`config.mk`:
```
export PLATFORM = sky130hd
export DESIGN_NAME = fft_ibut_comp_ser
export DESIGN_NICKNAME = d
export VERILOG_FILES = /design/src/rtl/fft_pkg.sv /design/src/rtl/fft_ibut_core.sv /design/src/rtl/fft_ibut_comp_ser.sv
export SDC_FILE = /design/constraint.sdc
export NUM_CORES = 1
export LEC_CHECK = 0
export CORE_ASPECT_RATIO = 1.5
export CORE_MARGIN = 8
export CORE_UTILIZATION = 45
export DETAILED_ROUTE_END_ITERATION = 16
export GPL_ROUTABILITY_DRIVEN = 1
export MAX_ROUTING_LAYER = met4
export PLACE_DENSITY = 0.66
export SYNTH_ARGS = -nofsm -noshare
export SYNTH_HDL_FRONTEND = slang
export SYNTH_SLANG_ARGS = --single-unit
```
`constraint.sdc`:
```
create_clock -name iCLK -period 7.2 [get_ports iCLK]
set_clock_uncertainty 0.15 [all_clocks]
set_input_delay 1.44 -clock iCLK [delete_from_list [all_inputs] [get_ports iCLK]]
set_output_delay 1.44 -clock iCLK [all_outputs]
set_load 0.02 [all_outputs]
```
`src/rtl/fft_pkg.sv`:
```
// Shared FFT definitions: sample width, complex sample type, limiting helpers.
// Macro FFT_IBUT_SAT_EN (default undefined): when defined, the inverse butterfly saturates
// out-of-range results; otherwise it keeps the low BIT bits (wrap).
package fft_pkg;

    localparam int BIT  = 17;
    localparam int WBIT = BIT + 2;

    typedef logic signed [BIT-1:0]  comp_t;
    typedef logic signed [WBIT-1:0] wide_t;

    typedef struct packed {
        comp_t re;
        comp_t im;
    } sample_t;

    localparam wide_t SMAX = wide_t'((2 ** (BIT - 1)) - 1);
    localparam wide_t SMIN = wide_t'(-(2 ** (BIT - 1)));

    // True when a widened sum does not fit the BIT-wide signed range.
    function automatic logic out_of_range(input wide_t v);
        return (v > SMAX) || (v < SMIN);
    endfunction

    // Reduce a widened sum to BIT bits, either clamping or wrapping.
    function automatic comp_t limit(input wide_t v);
`ifdef FFT_IBUT_SAT_EN
        if (v > SMAX)
            return SMAX[BIT-1:0];
        else if (v < SMIN)
            return SMIN[BIT-1:0];
        else
            return v[BIT-1:0];
`else
        return v[BIT-1:0];
`endif
    endfunction

endpackage

```
`src/rtl/fft_ibut_core.sv`:
```
// Purely combinational 4-point inverse DFT kernel (twiddles +/-j), unscaled, with limiting.
// Latency: 0 cycles. Backpressure: none, pure function of the input bank.
// Limiting mode follows FFT_IBUT_SAT_EN (saturate) or wraps by default; overflow flag is the same either way.
module fft_ibut_core
    import fft_pkg::*;
(
    input  sample_t    i_x [4],
    output sample_t    o_y [4],
    output logic [3:0] o_ovf
);

    wide_t w_xr [4];
    wide_t w_xi [4];
    wide_t w_yr [4];
    wide_t w_yi [4];

    // Sign-extend inputs so no partial sum can overflow.
    always_comb begin
        for (int n = 0; n < 4; n++) begin
            w_xr[n] = wide_t'($signed(i_x[n].re));
            w_xi[n] = wide_t'($signed(i_x[n].im));
        end
    end

    // Inverse kernel: multiplying by +j maps (a, b) to (-b, a).
    always_comb begin
        w_yr[0] = w_xr[0] + w_xr[1] + w_xr[2] + w_xr[3];
        w_yi[0] = w_xi[0] + w_xi[1] + w_xi[2] + w_xi[3];
        w_yr[1] = w_xr[0] - w_xi[1] - w_xr[2] + w_xi[3];
        w_yi[1] = w_xi[0] + w_xr[1] - w_xi[2] - w_xr[3];
        w_yr[2] = w_xr[0] - w_xr[1] + w_xr[2] - w_xr[3];
        w_yi[2] = w_xi[0] - w_xi[1] + w_xi[2] - w_xi[3];
        w_yr[3] = w_xr[0] + w_xi[1] - w_xr[2] - w_xi[3];
        w_yi[3] = w_xi[0] - w_xr[1] - w_xi[2] + w_xr[3];
    end

    // Limit each result to BIT bits and flag any component that did not fit.
    always_comb begin
        for (int k = 0; k < 4; k++) begin
            o_y[k].re = limit(w_yr[k]);
            o_y[k].im = limit(w_yi[k]);
            o_ovf[k]  = out_of_range(w_yr[k]) | out_of_range(w_yi[k]);
        end
    end

endmodule

```
`src/rtl/fft_ibut_comp_ser.sv`:
```
// Streaming radix-4 inverse butterfly: collects 4 samples, outputs the 4 inverse-DFT bins serially.
// Latency: load one edge after the 4th accept; first result valid after that edge.
// Backpressure: output held while iREADY low; oREADY drops once the input bank is full and cannot be loaded.
// Limiting mode selected by FFT_IBUT_SAT_EN (saturate when defined, wrap otherwise).
module fft_ibut_comp_ser
    import fft_pkg::*;
(
    input  logic                  iCLK,
    input  logic                  iRESET,
    input  logic signed [BIT-1:0] iX_RE,
    input  logic signed [BIT-1:0] iX_IM,
    input  logic                  iVALID,
    output logic                  oREADY,
    output logic signed [BIT-1:0] oY_RE,
    output logic signed [BIT-1:0] oY_IM,
    output logic [1:0]            oIDX,
    output logic                  oVALID,
    input  logic                  iREADY,
    output logic                  oOVF
);

    sample_t    r_xbank [4];
    sample_t    r_ybank [4];
    logic [3:0] r_ovfbank;
    logic [1:0] r_wcnt;
    logic       r_full;
    logic       r_out_busy;
    logic [1:0] r_idx;

    sample_t    w_y [4];
    logic [3:0] w_ovf;
    logic       w_out_xfer;
    logic       w_load;
    logic       w_in_xfer;

    fft_ibut_core u_core (
        .i_x   (r_xbank),
        .o_y   (w_y),
        .o_ovf (w_ovf)
    );

    // Handshake: a load may reuse the cycle in which the last output bin leaves.
    assign w_out_xfer = r_out_busy & iREADY;
    assign w_load     = r_full & (~r_out_busy | (w_out_xfer & (r_idx == 2'd3)));
    assign oREADY     = ~r_full | w_load;
    assign w_in_xfer  = iVALID & oREADY;

    // Output view of the held bank; stays constant until idx advances or a load occurs.
    assign oVALID = r_out_busy;
    assign oIDX   = r_idx;
    assign oY_RE  = r_ybank[r_idx].re;
    assign oY_IM  = r_ybank[r_idx].im;
    assign oOVF   = r_ovfbank[r_idx];

    // Input side: fill the bank in order and mark it full after the 4th sample.
    always_ff @(posedge iCLK or negedge iRESET) begin
        if (!iRESET) begin
            for (int n = 0; n < 4; n++) r_xbank[n] <= '0;
            r_wcnt <= 2'd0;
            r_full <= 1'b0;
        end else begin
            if (w_in_xfer) begin
                r_xbank[r_wcnt] <= {iX_RE, iX_IM};
                r_wcnt          <= r_wcnt + 2'd1;
            end
            // full is never set while already full, so the two branches cannot collide.
            if (w_in_xfer && (r_wcnt == 2'd3))
                r_full <= 1'b1;
            else if (w_load)
                r_full <= 1'b0;
        end
    end

    // Output side: capture kernel results on load, then step through the four bins.
    always_ff @(posedge iCLK or negedge iRESET) begin
        if (!iRESET) begin
            for (int k = 0; k < 4; k++) r_ybank[k] <= '0;
            r_ovfbank  <= 4'd0;
            r_out_busy <= 1'b0;
            r_idx      <= 2'd0;
        end else begin
            if (w_load) begin
                r_ybank    <= w_y;
                r_ovfbank  <= w_ovf;
                r_out_busy <= 1'b1;
                r_idx      <= 2'd0;
            end else if (w_out_xfer) begin
                r_idx <= r_idx + 2'd1;
                if (r_idx == 2'd3)
                    r_out_busy <= 1'b0;
            end
        end
    end

endmodule

```
# Word-level counts from Yosys, hierarchy flattened

Index checks and enable logic that the tools add are counted.

Reduce and logical (&&, ||, !) cells: 14
$lt $le $gt $ge: 20
Muxes and demuxes: 15
Bitwise gates (word level): 14
$add $sub $neg: 26
Equality and inequality tests: 2

Operators by type and width:

| kind                                                                           | count |
|---|---|
| 19-bit by 17-bit > comparator with 1-bit output, second input constant         | 8 |
| 19-bit by 17-bit less-than comparator with 1-bit output, second input constant | 8 |
| 136-bit bitwise mux                                                            | 1 |
| 34-bit 2-to-1 mux                                                              | 3 |
| 18-bit by 17-bit adder with 19-bit output                                      | 4 |
| 19-bit by 17-bit adder with 19-bit output                                      | 4 |
| 18-bit by 17-bit subtractor with 19-bit output                                 | 4 |
| 19-bit by 17-bit subtractor with 19-bit output                                 | 4 |
| 17-bit by 17-bit adder with 18-bit output                                      | 4 |
| 17-bit by 17-bit subtractor with 18-bit output                                 | 4 |
| 34-bit binary-select mux with 2-bit select                                     | 1 |
| 34-bit demux with 2-bit select                                                 | 1 |
| 1-bit logical OR                                                               | 8 |
| 3-bit greater-or-equal comparator, second input constant                       | 2 |
| 1-bit 2-to-1 mux                                                               | 6 |
| 2-bit NOT with 3-bit output                                                    | 2 |
| 1-bit bitwise OR                                                               | 6 |
| 2-bit nonzero test                                                             | 3 |
| 2-bit by 1-bit adder with 2-bit output, second input constant                  | 2 |
| 1-bit bitwise AND                                                              | 4 |
| 2-bit equality test, second input constant                                     | 2 |
| 2-bit 2-to-1 mux                                                               | 2 |
| 2-bit by 3-bit less-than comparator with 1-bit output, second input constant   | 1 |
| 3-bit by 1-bit less-than comparator with 1-bit output, second input constant   | 1 |
| 4 further kinds                                                                | 6 |

Word-level logic and storage cells: 112
Bits of input ports: 38
Output and inout port bits: 39
Flip-flop bits (word level): 282

# Longest topological paths before layout

Gate-level depths: netlist of run 1.

Depth in word-level cells: 8
Gate-level depth with buffers: 19
Depth with buffers taken out: 19

# Cells and area by module

A second synthesis of run 1 with hierarchy kept.

Cell total of the unflattened synthesis: 2291
Area, all modules: 25603.3 um^2

By module, submodules not included:

| module            | seq. area each (um^2) | cells an instance | area each (um^2) | times used |
|---|---|---|---|---|
| fft_ibut_core     | 0.0                   | 1632              | 13895.8          | 1 |
| fft_ibut_comp_ser | 7056.8                | 659               | 11707.5          | 1 |

# Worst setup path before layout of run 1

No wires, ideal clock.

Path type: register -> register
Start point: register r_xbank[51] in the netlist's numbering
End point: register r_ovfbank[3]
Setup slack: 2807 ps
Buffers on the path: 1
Data arrival time: 4161 ps
Cell stages (with the launch flop): 20
Data required time: 6968 ps
Clock period less this slack: 4393 ps
Setup time: 82 ps
Cell sequence: dfrtp_1 inv_1 fa_1 inv_1 fa_1 inv_1 ha_1 fa_1 a21o_1 a21oi_1 nor2_1 o31ai_1 a31oi_1 a41oi_1 a211o_1 buf_2 mux2i_1 a311oi_1 mux2i_1 a31oi_1

Longest elaborated chain between the ends: 5
Elaborated cells between the ends (all ways): 6
Those cells by class: add/sub: 2; order compare: 2; bitwise: 1; reduce/logical: 1

Ends and longest elaborated chain:

| item                                                                                                                       | RTL line                | RTL |
|---|---|---|
| start: declaration                                                                                                         | fft_ibut_comp_ser.sv:22 | `sample_t r_xbank [4];` |
| start signal: indexed assignment                                                                                           | fft_ibut_comp_ser.sv:63 | `r_xbank[r_wcnt] <= {iX_RE, iX_IM};` |
| 18-bit by 17-bit subtractor with 19-bit output *                                                                           | fft_ibut_core.sv:33     | `w_yr[3] = w_xr[0] + w_xi[1] - w_xr[2] - w_xi[3];` |
| 19-bit by 17-bit subtractor with 19-bit output *                                                                           | fft_ibut_core.sv:33     |  |
| 19-bit by 17-bit > comparator with 1-bit output or 19-bit by 17-bit less-than comparator with 1-bit output (tied branches) | fft_pkg.sv:22           | `return (v > SMAX) \|\| (v < SMIN);` |
| 1-bit logical OR *                                                                                                         | fft_pkg.sv:22           |  |
| 1-bit bitwise OR *                                                                                                         | fft_ibut_core.sv:42     | `o_ovf[k] = out_of_range(w_yr[k]) \| out_of_range(w_yi[k]);` |
| end signal: assignment                                                                                                     | fft_ibut_comp_ser.sv:84 | `r_ovfbank <= w_ovf;` |
| end: declaration                                                                                                           | fft_ibut_comp_ser.sv:24 | `logic [3:0] r_ovfbank;` |

Every way passes the cells marked *; elsewhere a longest branch is shown, timed or not.
A chain may end at the register's enable or synchronous reset.

# Final worst setup path of run 1

Start point: register r_xbank[34] in the netlist's numbering
End point: register r_ovfbank[1]

Longest elaborated chain between the ends: 5
Elaborated cells between the ends (all ways): 6
Those cells by class: add/sub: 2; order compare: 2; bitwise: 1; reduce/logical: 1

Ends and longest elaborated chain:

| item                                                                                                                       | RTL line            | RTL |
|---|---|---|
| 18-bit by 17-bit subtractor with 19-bit output *                                                                           | fft_ibut_core.sv:30 | `w_yi[1] = w_xi[0] + w_xr[1] - w_xi[2] - w_xr[3];` |
| 19-bit by 17-bit subtractor with 19-bit output *                                                                           | fft_ibut_core.sv:30 |  |
| 19-bit by 17-bit > comparator with 1-bit output or 19-bit by 17-bit less-than comparator with 1-bit output (tied branches) | fft_pkg.sv:22       |  |
| 1-bit logical OR *                                                                                                         | fft_pkg.sv:22       |  |
| 1-bit bitwise OR *                                                                                                         | fft_ibut_core.sv:42 |  |

Marks and branches as above.

==> run metrics, run 1 <==
Post-CTS Hold Buffers=0; number of synthesized flops with an enable pin=0; post-synth top area share=0.285; setup TNS=0 ns; Worst EP required=7.50 ns; ANT nets after route=0; port bufs=76; RR Startpoint=r_xbank[34]$_DFFE_PN0P_; CTS tree=yes; startpoint type of the worst setup path=flop; Max Cap Viol=0; WS Path Type=reg -> reg; Congestion Overflow GR=0; fin. max-slew vios=0; Post-DP HPWL=54400 um; CTS sink cnt=282; row count=105; CTS buffer count=31; WL final=66600 um; GR Util All Layers=0.220; sequential share of the synthesized area=0.285; Most used DFF post-synth=dfrtp_1; final net count=2933; DR vias=17000; RSZ-0062 raised after global routing=no; drt via density=5.37; Tcrit/Tclk final=0.768; die height=303 um; Synth cell types=71; # IOs=77; Hold Path Class=reg -> reg; H-Tree Depth=1; Area Overhead vs Synth=10.3%; share of layout cells above drive strength 1=0.106; status=finished, final reports clean; FFs w/ async S/R, synth=1.00; clock tree buffer depth=3; initial core utilization=0.454; Antenna Cells=0; vias in the first global route=18700; Max FO, Critical Path=5; syn_nets=2871; largest area contributor in the netlist=dfrtp_1; Critical Path Start=r_xbank[34]$_DFFE_PN0P_; fin crit period=5.53 ns; Multi-input gate area=15800 um^2; Fin. Hold Viols=0; PostCTS Resize Cnt=0; Avg WL per Cell=21.0 um; Post-CTS Setup Inserts=0; GPL Wtd Cong=0.945; Final Setup Violations=0; Max Clk Rate=181 MHz; initial antenna violation count=0; Pre-Repair DR Iteration Count=5; drc violations=0; Die ar.=62900 um^2; Cell Area, Synth=24700 um^2; yosys warns=0; first-pass GRT wire length=105000 um; root buffer cell=clkbuf_16; Worst Path Arrival=5.83 ns; post-synthesis register bit count=282; Core Box Area=54500 um^2; register area=7060 um^2; DR iter-0 viols=940; mean post-synth cell area=10.3 um^2; Clock Latency Late Sink=0.59 ns; Synth area leaders=dfrtp_1, fa_1, ha_1; largest net degree at the start of global routing=152; worst slew pin tran=0.985 ns; clock slew seen by the registers of the worst setup and hold paths=0.06 ns; hold_sp=r_ybank[102]$_DFFE_PN0P_; CP Capture Type=flop; Fill cells=4935; Slew Limit Headroom=0.334; Die Wd=207 um; Post-Syn Instances=2398
[area by class of cell]
type | instances | area share
inverter | 455 | 0.0626
timing repair buffer | 88 | 0.0323
clock inverter | 11 | 0.00413
tap | 695 | 0.0319
sequential | 282 | 0.259
multi-input combinational | 1602 | 0.578
clock buffer | 44 | 0.0324
[kinds of logic after synthesis]
group           synth area share
mux                       0.0999
xor+xnor                  0.0457
flops                      0.285
compound gates             0.102
simple gates              0.0843
fa+ha+maj                  0.305
buf+inv                   0.0781
[registers in the layout, indices dropped and copies added, names as in the netlist]
| name | cells |
|---|---|
| r_xbank | 136 |
| r_wcnt | 2 |
| r_ovfbank | 4 |
| r_ybank | 136 |
| r_full | 1 |
| oVALID | 1 |
| oIDX | 2 |
[through the flow]
| stage | hold slack [ns] | cell area (um^2) | cells | setup slack (ns) | utilization |
|---|---|---|---|---|---|
| 2_1_floorplan | 0.283 | 24700 | 2398 | 2.81 | - |
| 3_3_place_gp | 0.297 | 26300 | 3122 | 1.65 | 0.482 |
| 3_5_place_dp | 0.311 | 26300 | 3122 | 1.63 | 0.482 |
| 4_1_cts | 0.324 | 27300 | 3177 | 1.61 | 0.501 |
| 5_1_grt | 0.347 | 27300 | 3177 | 1.33 | 0.501 |
| 6_report | 0.321 | 27300 | 3177 | 1.67 | 0.501 |
[worst max-delay path: stages (launching register included)]
cell and delay (ns):
dfrtp_1 0.43, inv_1 0.12, fa_1 0.52, inv_1 0.08, fa_1 0.48, inv_1 0.04, ha_1 0.18, inv_1 0.07
fa_1 0.23, nor2b_1 0.06, o21ai_0 0.32, a21boi_0 0.24, o41ai_2 0.55, o21ai_0 0.38, o41ai_1 0.60, xnor2_1 0.29
nor3_1 0.22, a311oi_1 0.06, a21oi_1 0.23, a31oi_1 0.12
[layer usage]
metal	routed length, um	global-route usage	share of wire	vias to the layer above
met5	0	-	0	-
met4	3640	0.109	0.055	0
met3	1900	0.0166	0.029	150
met2	37200	0.425	0.56	361
met1	23900	0.223	0.36	8675
li1	-	-	-	7862
[synth_stat cells, types with 13 or more instances]
cell type,n
nor2b_1,18
xor2_1,62
o21bai_1,13
xnor2_1,67
nand2b_1,24
a21o_1,56
nor2_1,61
clkbuf_1,51
fa_1,280
mux2_2,139
nand3_1,23
mux4_2,35
nor3_1,35
inv_1,455
o21ai_0,154
a21oi_1,75
o21a_1,17
ha_1,155
nand2_1,228
dfrtp_1,282
[placed cells by master, fill, tap and decap left out, types with 5 or more instances in the layout]
master           netlist  layout
mux2i_1               12      12
ha_1                 155     155
o21ai_0              154     154
dfrtp_1              282     280
a211oi_1               9       9
buf_4                  0      10
nor2b_1               18      17
clkbuf_8               0       6
mux4_2                35      35
and3_1                11      11
o211ai_1               6       6
clkbuf_1              51       7
clkdlybuf4s50_1        0      75
o21a_1                17      17
and2_1                 6       6
o31ai_1               12      12
a21oi_1               75      75
o21bai_1              13      13
nor3_1                35      35
inv_1                455     455
mux2_2               139     139
xor2_1                62      62
fa_1                 280     280
clkinv_2               0       7
a21o_1                56      56
nand2b_1              24      23
nand3_1               23      23
or3_1                 11      11
nor2_1                61      61
a211o_1                5       5
xnor2_1               67      67
clkbuf_16              0      31
nand2_1              228     224
a311oi_1               6       6
a31oi_1                7       7
nor4_1                 5       5
or2_2                  6       6
[final timing paths]
path	to	slack, ns	cells after the start
min in group asynchronous	r_xbank[41]$_DFFE_PN0P_	0.69	1
setup / recovery	r_ovfbank[1]$_DFFE_PN0P_	1.67	19
hold reg to reg	r_ybank[102]$_DFFE_PN0P_	0.32	2
max in group asynchronous	oIDX[0]$_DFFE_PN0P_	4.85	2
setup reg to reg	r_ovfbank[1]$_DFFE_PN0P_	1.67	19
hold / removal	r_ybank[102]$_DFFE_PN0P_	0.32	2
Power of run 1 is left out: the tool's default activity adds up to more than one toggle a clock period on the data nets, which glitch-free logic cannot reach.
==> run 2: changes to the inputs <==
- clock period: 7.2 -> 5.5 ns (I/O delays scaled with it)
==> run 2 against run 1 <==
Critical path depth rose by 2. Critical endpoint is now r_ovfbank[2]$_DFFE_PN0P_. Fmax rose by 5.1%. Highest routed layer unchanged. Sequential share of layout area fell by 0.31 points. Wire length rose by 1.2%. Hold slack got worse by 0.0061 ns. Worst setup slack got worse by 1.4 ns. Non-clock buffer count rose by 15.
==> run metrics, run 2 (synthesized netlist as in run 1, its figures left out) <==
root buffer cell=clkbuf_16; GPL Wtd Cong=0.941 (-0.44%); clock slew seen by the registers of the worst setup and hold paths=0.07 ns (about the same); DR iter-0 viols=833 (-11%); Worst Path Arrival=5.60 ns (-0.23 ns); Max FO, Critical Path=11 (+6); Worst EP required=5.84 ns (-1.66 ns); CTS buffer count=31 (unchanged); Max Clk Rate=190 MHz (+5.1%); WS Path Type=reg -> reg; Pre-Repair DR Iteration Count=5 (unchanged); final net count=2948 (+0.51%); Avg WL per Cell=21.1 um (+0.65%); worst slew pin tran=0.894 ns (-0.0911 ns); Clock Latency Late Sink=0.60 ns (about the same); final std cells w/o fill=3194 (+0.54%); Die Wd=207 um (unchanged); commonest non-fill, non-tap cell in the layout=inv_1; CTS sink cnt=282 (unchanged); GR Util All Layers=0.222 (+0.00192); first-pass GRT wire length=105000 um (+0.50%); Hold Path Class=reg -> reg; ANT nets after route=0 (unchanged); Antenna Cells=0 (unchanged); H-Tree Depth=1 (unchanged); row count=105 (unchanged); RSZ-0062 raised after global routing=no; largest net degree at the start of global routing=111 (-27%); Slew Limit Headroom=0.404 (+0.0700); final instance area=27600 um^2 (+1.2%); Core Box Area=54500 um^2 (unchanged); initial antenna violation count=0 (unchanged); initial core utilization=0.454 (unchanged); Final Setup Violations=0 (unchanged); Post-CTS Setup Inserts=0 (unchanged); WL final=67400 um (+1.2%); Post-DP HPWL=55800 um (+2.5%); Fill cells=4866 (-1.4%); startpoint type of the worst setup path=flop; Fin. Hold Viols=0 (unchanged); Placed Area=26500 um^2 (+0.67%); Congestion Overflow GR=0 (unchanged); share of layout cells above drive strength 1=0.115 (+0.00969); Post-CTS Hold Buffers=0 (unchanged); Placed Instances=3137 (+0.48%); PostCTS Resize Cnt=0 (unchanged); # IOs=77 (unchanged); clock tree buffer depth=3 (unchanged); setup TNS=0 ns (unchanged); Layout Utilization=0.507 (+0.00613); commonest cells after routing, fill and taps aside=inv_1, fa_1, dfrtp_1, nand2_1, ha_1; Largest regs=r_xbank: 136 flops, r_ybank: 136 flops, r_ovfbank: 4 flops; Area Overhead vs Synth=11.6%; Max Cap Viol=0 (unchanged); Die ar.=62900 um^2 (unchanged); DR vias=17200 (+0.65%); fin. max-slew vios=0 (unchanged); CP Capture Type=flop; vias in the first global route=18700 (+0.011%); Tcrit/Tclk final=0.957 (+0.189); die height=303 um (unchanged); drt via density=5.37 (+0.12%); fin crit period=5.26 ns (-0.266 ns); CTS tree=yes; status=finished, final reports clean; port bufs=76 (unchanged); drc violations=0 (unchanged)
run 2: worst max-delay path, cell delays in order (launching register included):
cell and delay, ns:
dfrtp_1 0.44, fa_1 0.60, inv_1 0.07, fa_1 0.43, inv_1 0.06, ha_1 0.16
inv_1 0.06, fa_1 0.39, nor2b_1 0.12, o21ai_0 0.17, a21oi_2 0.34, o41ai_2 0.10
buf_4 0.17, o21ai_0 0.45, buf_4 0.22, o31ai_1 0.07, buf_4 0.19, o21a_1 0.17
nor3_1 0.23, mux2i_1 0.21, nand2_1 0.08, a32o_1 0.26
run 2: path summary, 6_finish.rpt:
kind | from | to | slack [ns] | cells after the start
setup / recovery | r_xbank[0]$_DFFE_PN0P_ | r_ovfbank[2]$_DFFE_PN0P_ | 0.24 | 21
hold / removal | r_ybank[39]$_DFFE_PN0P_ | r_ybank[39]$_DFFE_PN0P_ | 0.32 | 2
setup reg to reg | r_xbank[0]$_DFFE_PN0P_ | r_ovfbank[2]$_DFFE_PN0P_ | 0.24 | 21
hold reg to reg | r_ybank[39]$_DFFE_PN0P_ | r_ybank[39]$_DFFE_PN0P_ | 0.32 | 2
max in group asynchronous | iRESET | r_xbank[46]$_DFFE_PN0P_ | 3.60 | 2
min in group asynchronous | iRESET | r_xbank[90]$_DFFE_PN0P_ | 0.45 | 1
run 2: per-layer routing:
layer	routed length [um]	vias up	global-route usage	part of all wire
li1	-	7911	-	-
met5	0	-	-	0
met4	4260	0	0.125	0.063
met1	24000	8676	0.223	0.36
met3	2000	182	0.0188	0.030
met2	37100	390	0.422	0.55
run 2: cell type report:
| class | instances | area [um^2] | share of cell area |
|---|---|---|---|
| clock buffer | 36 | 835 | 0.0302 |
| timing repair buffer | 103 | 1060 | 0.0382 |
| tap | 695 | 870 | 0.0315 |
| sequential | 282 | 7060 | 0.256 |
| clock inverter | 21 | 292 | 0.0106 |
| multi-input combinational | 1602 | 15800 | 0.572 |
| inverter | 455 | 1710 | 0.0618 |
run 2: metrics by stage:
stage / hold WS [ns] / setup WS [ns]
global route: 0.338 / 0.0857
floorplan: 0.283 / 1.11
finish: 0.315 / 0.237
global placement: 0.298 / 0.199
detailed placement: 0.302 / 0.0542
CTS: 0.316 / 0.0581
Power of run 2 is left out for the same reason.
==> run 3: changes to the inputs <==
- GPL_ROUTABILITY_DRIVEN: 1 -> 0
==> run 3 against run 2 <==
Fmax rose by 0.16%. Via count barely moved. Critical endpoint is now r_ovfbank[1]$_DFFE_PN0P_. Non-clock buffer count rose by 1. Final cell count barely moved. Die area did not move. Design area fell by 0.44%. First-iteration DRC count rose by 9.5%. Sequential share of layout area rose by 0.11 points. Worst setup slack improved by 0.0086 ns. Hold slack improved by 0.0024 ns. Global-route usage fell by 0.19 points.
==> run metrics, run 3 (synthesized netlist as in run 1, its figures left out) <==
status=finished, final reports clean; Crit path max-delay family=compound AO/OA/AOI/OAI gates; port bufs=76 (unchanged); Hold Path Class=reg -> reg; H-Tree Depth=1 (unchanged); Core Box Area=54500 um^2 (unchanged); die height=303 um (unchanged); DR vias=17100 (-0.082%); setup TNS=0 ns (unchanged); Post-DP HPWL=55400 um (-0.63%); fin crit period=5.25 ns (-0.00858 ns); row count=105 (unchanged); CTS tree=yes; share of layout cells above drive strength 1=0.112 (-0.00276); startpoint type of the worst setup path=flop; Antenna Cells=0 (unchanged); Tcrit/Tclk final=0.955 (-0.00156); Max Clk Rate=190 MHz (+0.16%); Area Overhead vs Synth=11.1%; Setup Slack @ Placement=0.143 ns (+0.0886 ns); Avg WL per Cell=21.0 um (-0.45%); CP bufs+invs=2 (-4); CTS sink cnt=282 (unchanged); drc violations=0 (unchanged); WL final=67100 um (-0.48%); RSZ-0062 raised after global routing=no; ANT nets after route=0 (unchanged); Worst EP required=5.81 ns (-0.03 ns); final net count=2948 (unchanged); Max Cap Viol=0 (unchanged); initial core utilization=0.454 (unchanged); setup ws final=0.246 ns (+0.00858 ns); CP peak stage delay=0.57 ns (-0.03 ns); DRT met1 WL=24000 um (about the same); CP Capture Type=flop; Congestion Overflow GR=0 (unchanged); WS Path Type=reg -> reg; vias in the first global route=18900 (+1.0%); Slew Limit Headroom=0.297 (-0.108); clock tree buffer depth=3 (unchanged); commonest non-fill, non-tap cell in the layout=inv_1; first-pass GRT wire length=105000 um (-0.38%); CTS buffer count=30 (-3.2%); initial antenna violation count=0 (unchanged); Die Wd=207 um (unchanged); Max FO, Critical Path=5 (-6); fin. max-slew vios=0 (unchanged); Largest regs=r_xbank: 136 flops, r_ybank: 136 flops, r_ovfbank: 4 flops; crit path cell chain=inv_1 -> fa_1 -> fa_1 -> inv_1 -> ha_1 -> nor2b_1 -> o21ai_0 -> a21boi_0 -> o41ai_2 -> o21ai_0 -> o41ai_2 -> xnor2_1 -> nor3_1 -> a311oi_1 -> a21oi_1 -> a31oi_1; largest net degree at the start of global routing=117 (+5.4%); Top Metal Used=met4; Pre-Repair DR Iteration Count=5 (unchanged); GR Util All Layers=0.220 (-0.00188); worst slew pin tran=1.06 ns (+0.162 ns); clock slew seen by the registers of the worst setup and hold paths=0.06 ns (about the same); Clock Latency Late Sink=0.59 ns (about the same); DR iter-0 viols=912 (+9.5%); Die ar.=62900 um^2 (unchanged); Detail Route met2 WL=37500 um (+1.0%); drt via density=5.37 (about the same); metal3 WL=1870 um (-6.6%); commonest cells after routing, fill and taps aside=inv_1, fa_1, dfrtp_1, nand2_1, ha_1; root buffer cell=clkbuf_16; Final Setup Violations=0 (unchanged); # IOs=77 (unchanged); Worst Path Arrival=5.56 ns (-0.04 ns); Fin. Hold Viols=0 (unchanged); slowest stage cell, crit path=o41ai_2
==> run 3: final timing paths <==
kind | startpoint | to | slack [ns] | cells after the start
max in group asynchronous | iRESET | r_xbank[12]$_DFFE_PN0P_ | 3.60 | 2
max | r_xbank[19]$_DFFE_PN0P_ | r_ovfbank[1]$_DFFE_PN0P_ | 0.25 | 16
min reg2reg | r_ybank[1]$_DFFE_PN0P_ | r_ybank[1]$_DFFE_PN0P_ | 0.32 | 2
min | r_ybank[1]$_DFFE_PN0P_ | r_ybank[1]$_DFFE_PN0P_ | 0.32 | 2
min in group asynchronous | iRESET | r_xbank[125]$_DFFE_PN0P_ | 0.40 | 1
max reg2reg | r_xbank[19]$_DFFE_PN0P_ | r_ovfbank[1]$_DFFE_PN0P_ | 0.25 | 16
==> run 3: area by class of cell <==
class,instances,area [um^2]
clock buffers,41,853
clock inverters,14,158
fillers,4850,27000
inverters,455,1710
multi-input cells,1602,15800
flip-flops and latches,282,7060
well taps,695,870
repair buffers,104,1060
==> run 3: repair_timing <==
item | in CTS | in global routing
buffers inserted | 0 | 0
gates resized for setup | 0 | 2
endpoints found under the setup margin | 0 | 2
hold buffers | 0 | 0
==> run 3: tightest hold or removal path, delay by kind of cell, from the launching register on <==
kind             cells  cell delay [ns]
flip-flops           1             0.34
AND/OR/NAND/NOR      2             0.10
==> run 3: through the flow <==
step	instances	hold WS, ns	instance area, um^2	util
after CTS	3193	0.325	27500	0.504
after global placement	3138	0.298	26500	0.486
after floorplan	2398	0.283	24700	-
final	3193	0.318	27500	0.504
after global routing	3193	0.338	27500	0.504
after detailed placement	3138	0.309	26500	0.486
==> run 3: routing by layer <==
layer | track usage | vias up
li1 | - | 7910
met1 | 0.217 | 8691
met2 | 0.429 | 363
met3 | 0.0193 | 181
met4 | 0.110 | 0
met5 | - | -
Power of run 3 is left out for the same reason.
